===== src/rtl/bitonic_pkg.sv =====
// Shared definitions for the pipelined bitonic sorter.
//   DIR_ASC / DIR_DESC : encoding of the per-vector sort direction.
//   num_stages()       : compare-exchange column count for 2**log_n keys.
//   stage_phase()      : phase p (1..log_n) of a column index.
//   stage_step()       : step s (p..1) of a column index.
package bitonic_pkg;

  localparam logic DIR_ASC  = 1'b0;
  localparam logic DIR_DESC = 1'b1;

  function automatic int unsigned num_stages(input int unsigned log_n);
    return log_n * (log_n + 1) / 2;
  endfunction

  // Phase p contributes p columns, so walk the phases until the column falls inside one.
  function automatic int unsigned stage_phase(input int unsigned c);
    int unsigned rem;
    int unsigned p;
    rem = c;
    p   = 0;
    for (int unsigned q = 1; q <= 32; q++) begin
      if (p == 0) begin
        if (rem < q) p = q;
        else         rem = rem - q;
      end
    end
    return p;
  endfunction

  // Within phase p the steps run p, p-1, .., 1.
  function automatic int unsigned stage_step(input int unsigned c);
    int unsigned rem;
    int unsigned p;
    rem = c;
    p   = 0;
    for (int unsigned q = 1; q <= 32; q++) begin
      if (p == 0) begin
        if (rem < q) p = q;
        else         rem = rem - q;
      end
    end
    return p - rem;
  endfunction

endpackage


===== src/rtl/bitonic_cmp_swap.sv =====
// Combinational compare-exchange element of the bitonic network.
//   a_i, b_i : keys at the lower / upper network position.
//   dir_i    : DIR_ASC puts the smaller key on lo_o, DIR_DESC the larger.
//   lo_o     : key for the lower position, hi_o : key for the upper position.
// Optional (BITONIC_SORT_TAG_EN): a_tag_i/b_tag_i follow their keys to lo_tag_o/hi_tag_o,
// and equal keys are ordered by tag so the overall sort is stable.
module bitonic_cmp_swap
  import bitonic_pkg::*;
#(
  parameter int unsigned DATA_W = 8
`ifdef BITONIC_SORT_TAG_EN
  ,
  parameter int unsigned TAG_W  = 3
`endif
) (
  input  logic [DATA_W-1:0] a_i,
  input  logic [DATA_W-1:0] b_i,
  input  logic              dir_i,
`ifdef BITONIC_SORT_TAG_EN
  input  logic [TAG_W-1:0]  a_tag_i,
  input  logic [TAG_W-1:0]  b_tag_i,
  output logic [TAG_W-1:0]  lo_tag_o,
  output logic [TAG_W-1:0]  hi_tag_o,
`endif
  output logic [DATA_W-1:0] lo_o,
  output logic [DATA_W-1:0] hi_o
);

  logic swap;

`ifdef BITONIC_SORT_TAG_EN
  // Tags are unique, so the {key, tag} composite never ties.
  logic [DATA_W+TAG_W-1:0] key_a, key_b;
  assign key_a = {a_i, a_tag_i};
  assign key_b = {b_i, b_tag_i};
  assign swap  = (dir_i == DIR_DESC) ? (key_a < key_b) : (key_a > key_b);
  assign lo_tag_o = swap ? b_tag_i : a_tag_i;
  assign hi_tag_o = swap ? a_tag_i : b_tag_i;
`else
  // Strict compare: equal keys stay where they are.
  assign swap = (dir_i == DIR_DESC) ? (a_i < b_i) : (a_i > b_i);
`endif

  assign lo_o = swap ? b_i : a_i;
  assign hi_o = swap ? a_i : b_i;

endmodule


===== src/rtl/bitonic_sort_pipe.sv =====
// Fully pipelined bitonic sorting network for N = 2**LOG_N unsigned keys.
// One register stage follows each compare-exchange column; latency is NUM_STG cycles.
//   clk, reset          : clock and synchronous active-high reset.
//   in_valid/in_ready   : input handshake; in_ready depends only on out_valid/out_ready.
//   in_data, in_desc    : keys (key k at [k*DATA_W +: DATA_W]) and direction (1 = descending).
//   out_valid/out_ready : output handshake; outputs hold while stalled.
//   out_data, out_desc  : sorted keys and the direction that travelled with them.
// Optional macro BITONIC_SORT_TAG_EN adds out_tag (original index of each sorted key,
// LOG_N bits per field) and makes the sort stable by breaking key ties on that index.
module bitonic_sort_pipe
  import bitonic_pkg::*;
#(
  parameter int unsigned DATA_W = 8,
  parameter int unsigned LOG_N  = 3
) (
  input  logic                          clk,
  input  logic                          reset,
  input  logic                          in_valid,
  output logic                          in_ready,
  input  logic [(2**LOG_N)*DATA_W-1:0]  in_data,
  input  logic                          in_desc,
  output logic                          out_valid,
  input  logic                          out_ready,
  output logic [(2**LOG_N)*DATA_W-1:0]  out_data,
`ifdef BITONIC_SORT_TAG_EN
  output logic [(2**LOG_N)*LOG_N-1:0]   out_tag,
`endif
  output logic                          out_desc
);

  localparam int unsigned N       = 2**LOG_N;
  localparam int unsigned NUM_STG = num_stages(LOG_N);
  localparam int unsigned VEC_W   = N * DATA_W;

  logic stall, accept;

  // Per-column combinational inputs/outputs and the register after each column.
  logic [VEC_W-1:0] col_in   [NUM_STG];
  logic [VEC_W-1:0] col_out  [NUM_STG];
  logic             col_desc [NUM_STG];
  logic [VEC_W-1:0] data_q   [NUM_STG];
  logic             desc_q   [NUM_STG];
  logic             valid_q  [NUM_STG];

`ifdef BITONIC_SORT_TAG_EN
  localparam int unsigned TAG_W = LOG_N;
  localparam int unsigned TVEC_W = N * TAG_W;
  logic [TVEC_W-1:0] tag_init;
  logic [TVEC_W-1:0] tcol_in  [NUM_STG];
  logic [TVEC_W-1:0] tcol_out [NUM_STG];
  logic [TVEC_W-1:0] tag_q    [NUM_STG];

  for (genvar k = 0; k < N; k++) begin : g_tag_init
    assign tag_init[k*TAG_W +: TAG_W] = TAG_W'(k);
  end
`endif

  assign stall    = out_valid & ~out_ready;
  assign in_ready = ~stall;
  assign accept   = in_valid & in_ready;

  for (genvar c = 0; c < NUM_STG; c++) begin : g_col
    localparam int unsigned P = stage_phase(c);
    localparam int unsigned S = stage_step(c);

    if (c == 0) begin : g_first
      assign col_in[c]   = in_data;
      assign col_desc[c] = in_desc;
`ifdef BITONIC_SORT_TAG_EN
      assign tcol_in[c]  = tag_init;
`endif
    end else begin : g_rest
      assign col_in[c]   = data_q[c-1];
      assign col_desc[c] = desc_q[c-1];
`ifdef BITONIC_SORT_TAG_EN
      assign tcol_in[c]  = tag_q[c-1];
`endif
    end

    for (genvar j = 0; j < N / 2; j++) begin : g_pair
      // Lower index of pair j: insert a zero at bit S-1; the partner has that bit set.
      localparam int unsigned I   = ((j >> (S - 1)) << S) | (j & ((1 << (S - 1)) - 1));
      localparam int unsigned J   = I | (1 << (S - 1));
      // Bit P of I is zero in the last phase, leaving in_desc alone in control.
      localparam logic        BIT = 1'((I >> P) & 1);

      bitonic_cmp_swap #(
        .DATA_W (DATA_W)
`ifdef BITONIC_SORT_TAG_EN
        ,
        .TAG_W  (TAG_W)
`endif
      ) u_cmp (
        .a_i      (col_in[c][I*DATA_W +: DATA_W]),
        .b_i      (col_in[c][J*DATA_W +: DATA_W]),
        .dir_i    (col_desc[c] ^ BIT),
`ifdef BITONIC_SORT_TAG_EN
        .a_tag_i  (tcol_in[c][I*TAG_W +: TAG_W]),
        .b_tag_i  (tcol_in[c][J*TAG_W +: TAG_W]),
        .lo_tag_o (tcol_out[c][I*TAG_W +: TAG_W]),
        .hi_tag_o (tcol_out[c][J*TAG_W +: TAG_W]),
`endif
        .lo_o     (col_out[c][I*DATA_W +: DATA_W]),
        .hi_o     (col_out[c][J*DATA_W +: DATA_W])
      );
    end
  end

  // Whole pipe freezes on stall; payload registers load only under a valid
  // entry so empty stages keep quiet.
  always_ff @(posedge clk) begin
    if (reset) begin
      for (int unsigned k = 0; k < NUM_STG; k++) begin
        valid_q[k] <= 1'b0;
        data_q[k]  <= '0;
        desc_q[k]  <= 1'b0;
`ifdef BITONIC_SORT_TAG_EN
        tag_q[k]   <= '0;
`endif
      end
    end else if (!stall) begin
      valid_q[0] <= accept;
      if (accept) begin
        data_q[0] <= col_out[0];
        desc_q[0] <= col_desc[0];
`ifdef BITONIC_SORT_TAG_EN
        tag_q[0]  <= tcol_out[0];
`endif
      end
      for (int unsigned k = 1; k < NUM_STG; k++) begin
        valid_q[k] <= valid_q[k-1];
        if (valid_q[k-1]) begin
          data_q[k] <= col_out[k];
          desc_q[k] <= col_desc[k];
`ifdef BITONIC_SORT_TAG_EN
          tag_q[k]  <= tcol_out[k];
`endif
        end
      end
    end
  end

  assign out_valid = valid_q[NUM_STG-1];
  assign out_data  = data_q[NUM_STG-1];
  assign out_desc  = desc_q[NUM_STG-1];
`ifdef BITONIC_SORT_TAG_EN
  assign out_tag   = tag_q[NUM_STG-1];
`endif

endmodule


===== config.mk =====
export PLATFORM = sky130hd
export DESIGN_NAME = bitonic_sort_pipe
export DESIGN_NICKNAME = d
export VERILOG_FILES = /design/src/rtl/bitonic_pkg.sv /design/src/rtl/bitonic_cmp_swap.sv /design/src/rtl/bitonic_sort_pipe.sv
export SDC_FILE = /design/constraint.sdc
export NUM_CORES = 1
export LEC_CHECK = 0
export ABC_AREA = 1
export BUFFER_PORTS_ARGS = -buffer_cell sky130_fd_sc_hd__buf_2
export CELL_PAD_IN_SITES_DETAIL_PLACEMENT = 1
export CELL_PAD_IN_SITES_GLOBAL_PLACEMENT = 2
export CORE_UTILIZATION = 39
export CTS_BUF_LIST = sky130_fd_sc_hd__clkbuf_16
export CTS_CLUSTER_DIAMETER = 40
export CTS_CLUSTER_SIZE = 24
export DETAILED_ROUTE_END_ITERATION = 6
export GPL_TIMING_DRIVEN = 0
export PLACE_DENSITY_LB_ADDON = 0.12
export SETUP_SLACK_MARGIN = 0.4
export SYNTH_ARGS = -nofsm -noshare
export SYNTH_HDL_FRONTEND = slang
export SYNTH_SLANG_ARGS = --single-unit

===== constraint.sdc =====
create_clock -name clk -period 6.9 [get_ports clk]
set_clock_uncertainty 0.05 [all_clocks]
set_input_delay 0.69 -clock clk [delete_from_list [all_inputs] [get_ports clk]]
set_output_delay 0.69 -clock clk [all_outputs]
set_load 0.02 [all_outputs]

# Yosys cells after proc, flatten, opt, wreduce, memory -nomap -nowiden
# Memories as Yosys holds them, arrays and structs flattened.
# Index checks and enable logic that the tools add are counted.
[op_classes]
n_lt_le_gt_ge = 48
mux = 119
bitwise = 22
[op_table]
columns = ["operator", "count"]
rows = [
  ["64-bit two-way mux", 6],
  ["8-bit two-way mux", 48],
  ["8-bit greater-than comparator", 24],
  ["8-bit less-than comparator", 24],
  ["1-bit two-way mux", 65],
  ["1-bit OR", 18],
  ["1-bit AND", 2],
  ["1-bit NOT", 2],
]
[word_totals]
register_bits = 0
mem_bits_rw = 396
inputBits = 69
n_memories = 3
[mem_list]
columns = ["name", "words", "word_bits", "rd", "rd_clocked_by_memory_dff", "wr", "line_no", "source"]
rows = [
  ["data_q", 6, 64, 6, 0, 6, "bitonic_sort_pipe.sv:41", "logic [VEC_W-1:0] data_q [NUM_STG];"],
  ["desc_q", 6, 1, 6, 0, 6, "bitonic_sort_pipe.sv:42", "logic desc_q [NUM_STG];"],
  ["valid_q", 6, 1, 6, 0, 6, "bitonic_sort_pipe.sv:43", "logic valid_q [NUM_STG];"],
]

# Logic depth before layout (Yosys ltp)
[depth]
ltp_word = 9
depth_mapped = 14

# Cells and area by module
# A second synthesis with hierarchy kept.
[hier_totals]
hier_cells = 3433
hier_area_um2 = 27395.0
[modules_own_cells]
columns = ["mod", "instances", "cells_per_inst", "area_each_um2", "seq_area_each_um2"]
rows = [
  ["bitonic_sort_pipe", 1, 1249, 15533.6, 11891.4],
  ["bitonic_cmp_swap", 24, 91, 494.2, 0.0],
]

# Worst setup path after synthesis
# No wires, ideal clock.
[synth_timing]
path_kind = "input-to-reg"
from = "input port out_ready"
to = "memory data_q[0][0] (netlist bit), enable pin"
setup_ns = 0.578
arrival_time_ns = 5.319
t_required_ns = 6.272
setup_slack_ns = 0.953
stages = 2
path_buffers = 0
cell_sequence = "nor2_4 o21ai_0"
[synth_rtl]
columns = ["item", "line_no", "source"]
rows = [
  ["start, declared", "bitonic_sort_pipe.sv:23", "input logic out_ready,"],
  ["end, declared", "bitonic_sort_pipe.sv:41", ""],
]

==> flow_results.org <==
** Run
- Maximum capacitance violations :: 0

** Floorplanning
- The floorplan step set the die height to roughly 270 um.
- Horizontal extent of the die :: 267 um
- The total area inside the core boundary comes to 0.0692 mm2.
- Top-Level Pins :: 136
- Floorplan die area :: 0.0715 mm2
- Initial Utilization :: 0.397
- The initialized floorplan defines 96 standard-cell rows.

** Placement
- In this run, placement finished with an instance count of 4361.
- Setup slack after placement :: 4310 ps
- Half-perimeter wire length of the detailed placement result :: 64600 um
- Final estimated routing congestion in global placement :: 0.921
- Count of buffers from port buffering :: 135

** Setup path
- Data on the critical path is required at its endpoint by 7160 ps.
- The worst setup path is launched from a flop.
- In this run the worst path has a maximum fanout of 10.
- Type of the worst setup path :: flop to flop
- Endpoint arrival time on the critical path :: approximately 2700 ps
- The worst setup path is captured at a flop.

** Pwr
- Leakage :: between 0.01 and 0.015 uW
- Fraction of power spent switching nets :: 0.310
- Of the total power, registers draw 0.365.
- The analysis attributes to net switching a power of 2530 uW.
- Internal Pwr Total :: 5630 uW
- Power per unit of standard cell area :: 255 mW/mm2
- Clock network power share :: 0.420
- IR analysis of the VDD net gives a maximum drop of 0.152 mV.
- Combinational group share of total power :: 0.214

** Drt
- Vias per cell :: 4.94
- Drt total wl :: ~78000 um
- First-pass iteration count of the detailed router :: 5
- WL/cell :: between 15 and 20 um
- The detail route stage leaves a number of antenna-violating nets equal to 0.
- For this block, the initial DRC count from the detailed router was between 800 and 900.
- Detailed-route DRC error count :: 0
- Vias after detailed routing :: 22.1k

** Yosys
- The share of the Yosys chip area taken by registers is 0.433.
- Counting flops with a built-in enable in the synthesized netlist gives 396.
- When the netlist entered floorplanning its net count stood at 3545.
- Number of warnings printed during yosys synthesis :: 0
- In this run the cell area of the synthesized design comes to ~0.027 mm2.
- After synthesis the netlist holds a flip-flop and latch count of 396.
- Post-synth top area cell :: sky130_fd_sc_hd__edfxtp_1
- Synthesis produced a netlist whose cell count is roughly 3.3k.
- In the synthesized netlist the async set-or-reset flop fraction comes to 0.
- Average footprint of a synthesized cell :: 8.37 um2
- Sorting the synthesized cells by area gives the leading types as sky130_fd_sc_hd__edfxtp_1, sky130_fd_sc_hd__ha_1, sky130_fd_sc_hd__a21oi_1, sky130_fd_sc_hd__nand3_1, sky130_fd_sc_hd__inv_1.
- Prevailing post-synth register cell :: sky130_fd_sc_hd__edfxtp_1
- Number of distinct standard cells referenced by the synthesized netlist :: 23
- Yosys top cell area share :: 0.433

** Clocking
- The longest clock path from root to sink contains 3 buffers.
- Root buffer cell :: sky130_fd_sc_hd__clkbuf_16
- Skew-Pair Late Insertion Delay :: 590 ps
- Count of hold buffers inserted by post-cts repair :: 0
- CTS clock-pin slew for the worst setup and hold paths :: 60 ps
- Number of buffers added by the clock tree synthesis step :: 68
- Number of setup buffers added after CTS :: 0
- Clock Sink Count :: ~400
- After clock tree synthesis, the repair step resized 0 gates.
- H-tree depth :: 3
- Clock tree from TritonCTS :: done

** Timing
- Of the available clock period, the critical path in the final layout requires 0.355.
- Worst slew margin :: 0.348
- Fmax achieved :: 408 MHz
- The worst path needs 2450 ps of the cycle, external delays included.
- The number of failing hold endpoints at the final stage was 0.
- Once routing completed, OpenROAD measured the worst setup slack at 4450 ps.
- Number of setup violations in the final report :: 0
- Worst slew pin tran :: a little under 1000 ps
- Setup repair after global routing missed its margin :: false
- The number of max-slew violations in the final report was 0.

** Global route
- The via count of the first global-routing pass came to 23.6k.
- Number of antenna violations at the first check in global routing :: 0
- For this run, the total global-route usage over all layers was measured as 0.224.
- Summed over all layers, the global routing overflow is 0.
- Pin count of the biggest net entering global routing :: 35
- Wire length of the first global-routing pass :: 126000 um

** Final layout
- Final standard cell utilization of the core :: 0.462
- Fraction of final layout cells sized beyond drive strength 1 :: 0.253
- The layout has 8322 filler cells.
- 0 antenna diodes ended up in the layout.
- Leaving out fill and tap cells, the most frequent cell in the layout is sky130_fd_sc_hd__inv_1.
- Layout Cells excl Fill :: 4482
- Commonest cells after routing, fill and taps aside :: sky130_fd_sc_hd__inv_1, sky130_fd_sc_hd__a21oi_1, sky130_fd_sc_hd__nand2_1
- After the last flow step, the layout net total stands at between 3k and 4k.
- Relative to the synthesized area, the layout overhead comes to 16.3%.

** Run status
- The flow ran to the end, and the final reports show no timing, DRC or antenna violations.

** Worst hold path
- The path class of the tightest hold or removal check is input port to flop.
## routing by layer
layer / track usage / wire (um) / vias to the layer above
met1: 0.253 / 32100 / 10500
li1: - / - / 11200
met5: 0 / 0 / -
met2: 0.426 / 41500 / 305
met4: 0.0846 / 2500 / 0
met3: 0.0251 / 2070 / 107
## registers in the layout, indices dropped and copies added (netlist names)
name     count
valid_q      6
desc_q       6
data_q     384
## critical path, stage by stage, from the launching register on
cell and delay, ps:
sky130_fd_sc_hd__edfxtp_1 460, sky130_fd_sc_hd__inv_1 130, sky130_fd_sc_hd__ha_1 250, sky130_fd_sc_hd__nand2_1 70
sky130_fd_sc_hd__nand2_1 50, sky130_fd_sc_hd__nand2_1 50, sky130_fd_sc_hd__nand2_1 50, sky130_fd_sc_hd__nand2_1 70
sky130_fd_sc_hd__nand2_1 50, sky130_fd_sc_hd__nand2_1 130, sky130_fd_sc_hd__buf_2 260, sky130_fd_sc_hd__a21oi_1 120
sky130_fd_sc_hd__nor2_1 440
## power by group through the flow
stage / logic, uW / registers [uW] / clock network [uW]
global placement: 1670 / 3060 / 0
floorplan: 1300 / 3000 / 0
CTS: 1760 / 2980 / 3510
finish: 1750 / 2980 / 3430
detailed placement: 1750 / 3030 / 0
global route: 1980 / 3000 / 3600
## path summary, 6_finish.rpt
kind / end / slack, ps / cells past startpoint / startpoint
worst max-delay path: data_q[3][63] / 4450 / 12 / data_q[2][57]
worst min-delay path: data_q[0][18] / 370 / 3 / in_data[26]
worst max register to register: data_q[3][63] / 4450 / 12 / data_q[2][57]
worst min register to register: data_q[5][35] / 530 / 2 / data_q[4][43]
## final cells by class
type / count / area [um2] / area share
Multi-Input combinational cell: 2222 / 12500 / 0.390
Sequential cell: 396 / 11900 / 0.372
Inverter: 478 / 1790 / 0.0561
Clock buffer: 71 / 1780 / 0.0556
Buffer: 188 / 1390 / 0.0436
Tap cell: 931 / 1160 / 0.0364
Timing Repair Buffer: 146 / 896 / 0.0280
Clock inverter: 50 / 572 / 0.0179
## cells by family after synthesis
family	Yosys count	synth area share
flops	396	0.433
fa+ha+maj	192	0.0874
compound gates	479	0.0894
simple gates	1551	0.274
buf+inv	666	0.116
## per-stage QoR
stage / cell area, um2 / hold slack [ps] / setup TNS, ps / power (uW)
after global routing: 32000 / 373 / 0 / 8580
after floorplan: 27500 / 500 / 0 / 4290
final: 32000 / 371 / 0 / 8160
after CTS: 32000 / 334 / 0 / 8260
after global placement: 29300 / 527 / -244000 / 4730
after detailed placement: 29600 / 534 / 0 / 4780
## cell usage after synthesis (6+ instances only)
library cell	number
sky130_fd_sc_hd__nand3_1	408
sky130_fd_sc_hd__buf_12	29
sky130_fd_sc_hd__nor2_2	222
sky130_fd_sc_hd__o21ai_0	6
sky130_fd_sc_hd__a21oi_1	449
sky130_fd_sc_hd__a21o_1	24
sky130_fd_sc_hd__ha_1	192
sky130_fd_sc_hd__nand2_2	213
sky130_fd_sc_hd__nand4_1	7
sky130_fd_sc_hd__buf_2	155
sky130_fd_sc_hd__nand2_1	443
sky130_fd_sc_hd__inv_1	475
sky130_fd_sc_hd__nor2_1	245
sky130_fd_sc_hd__edfxtp_1	396
Power figures use the tool's default switching activity.
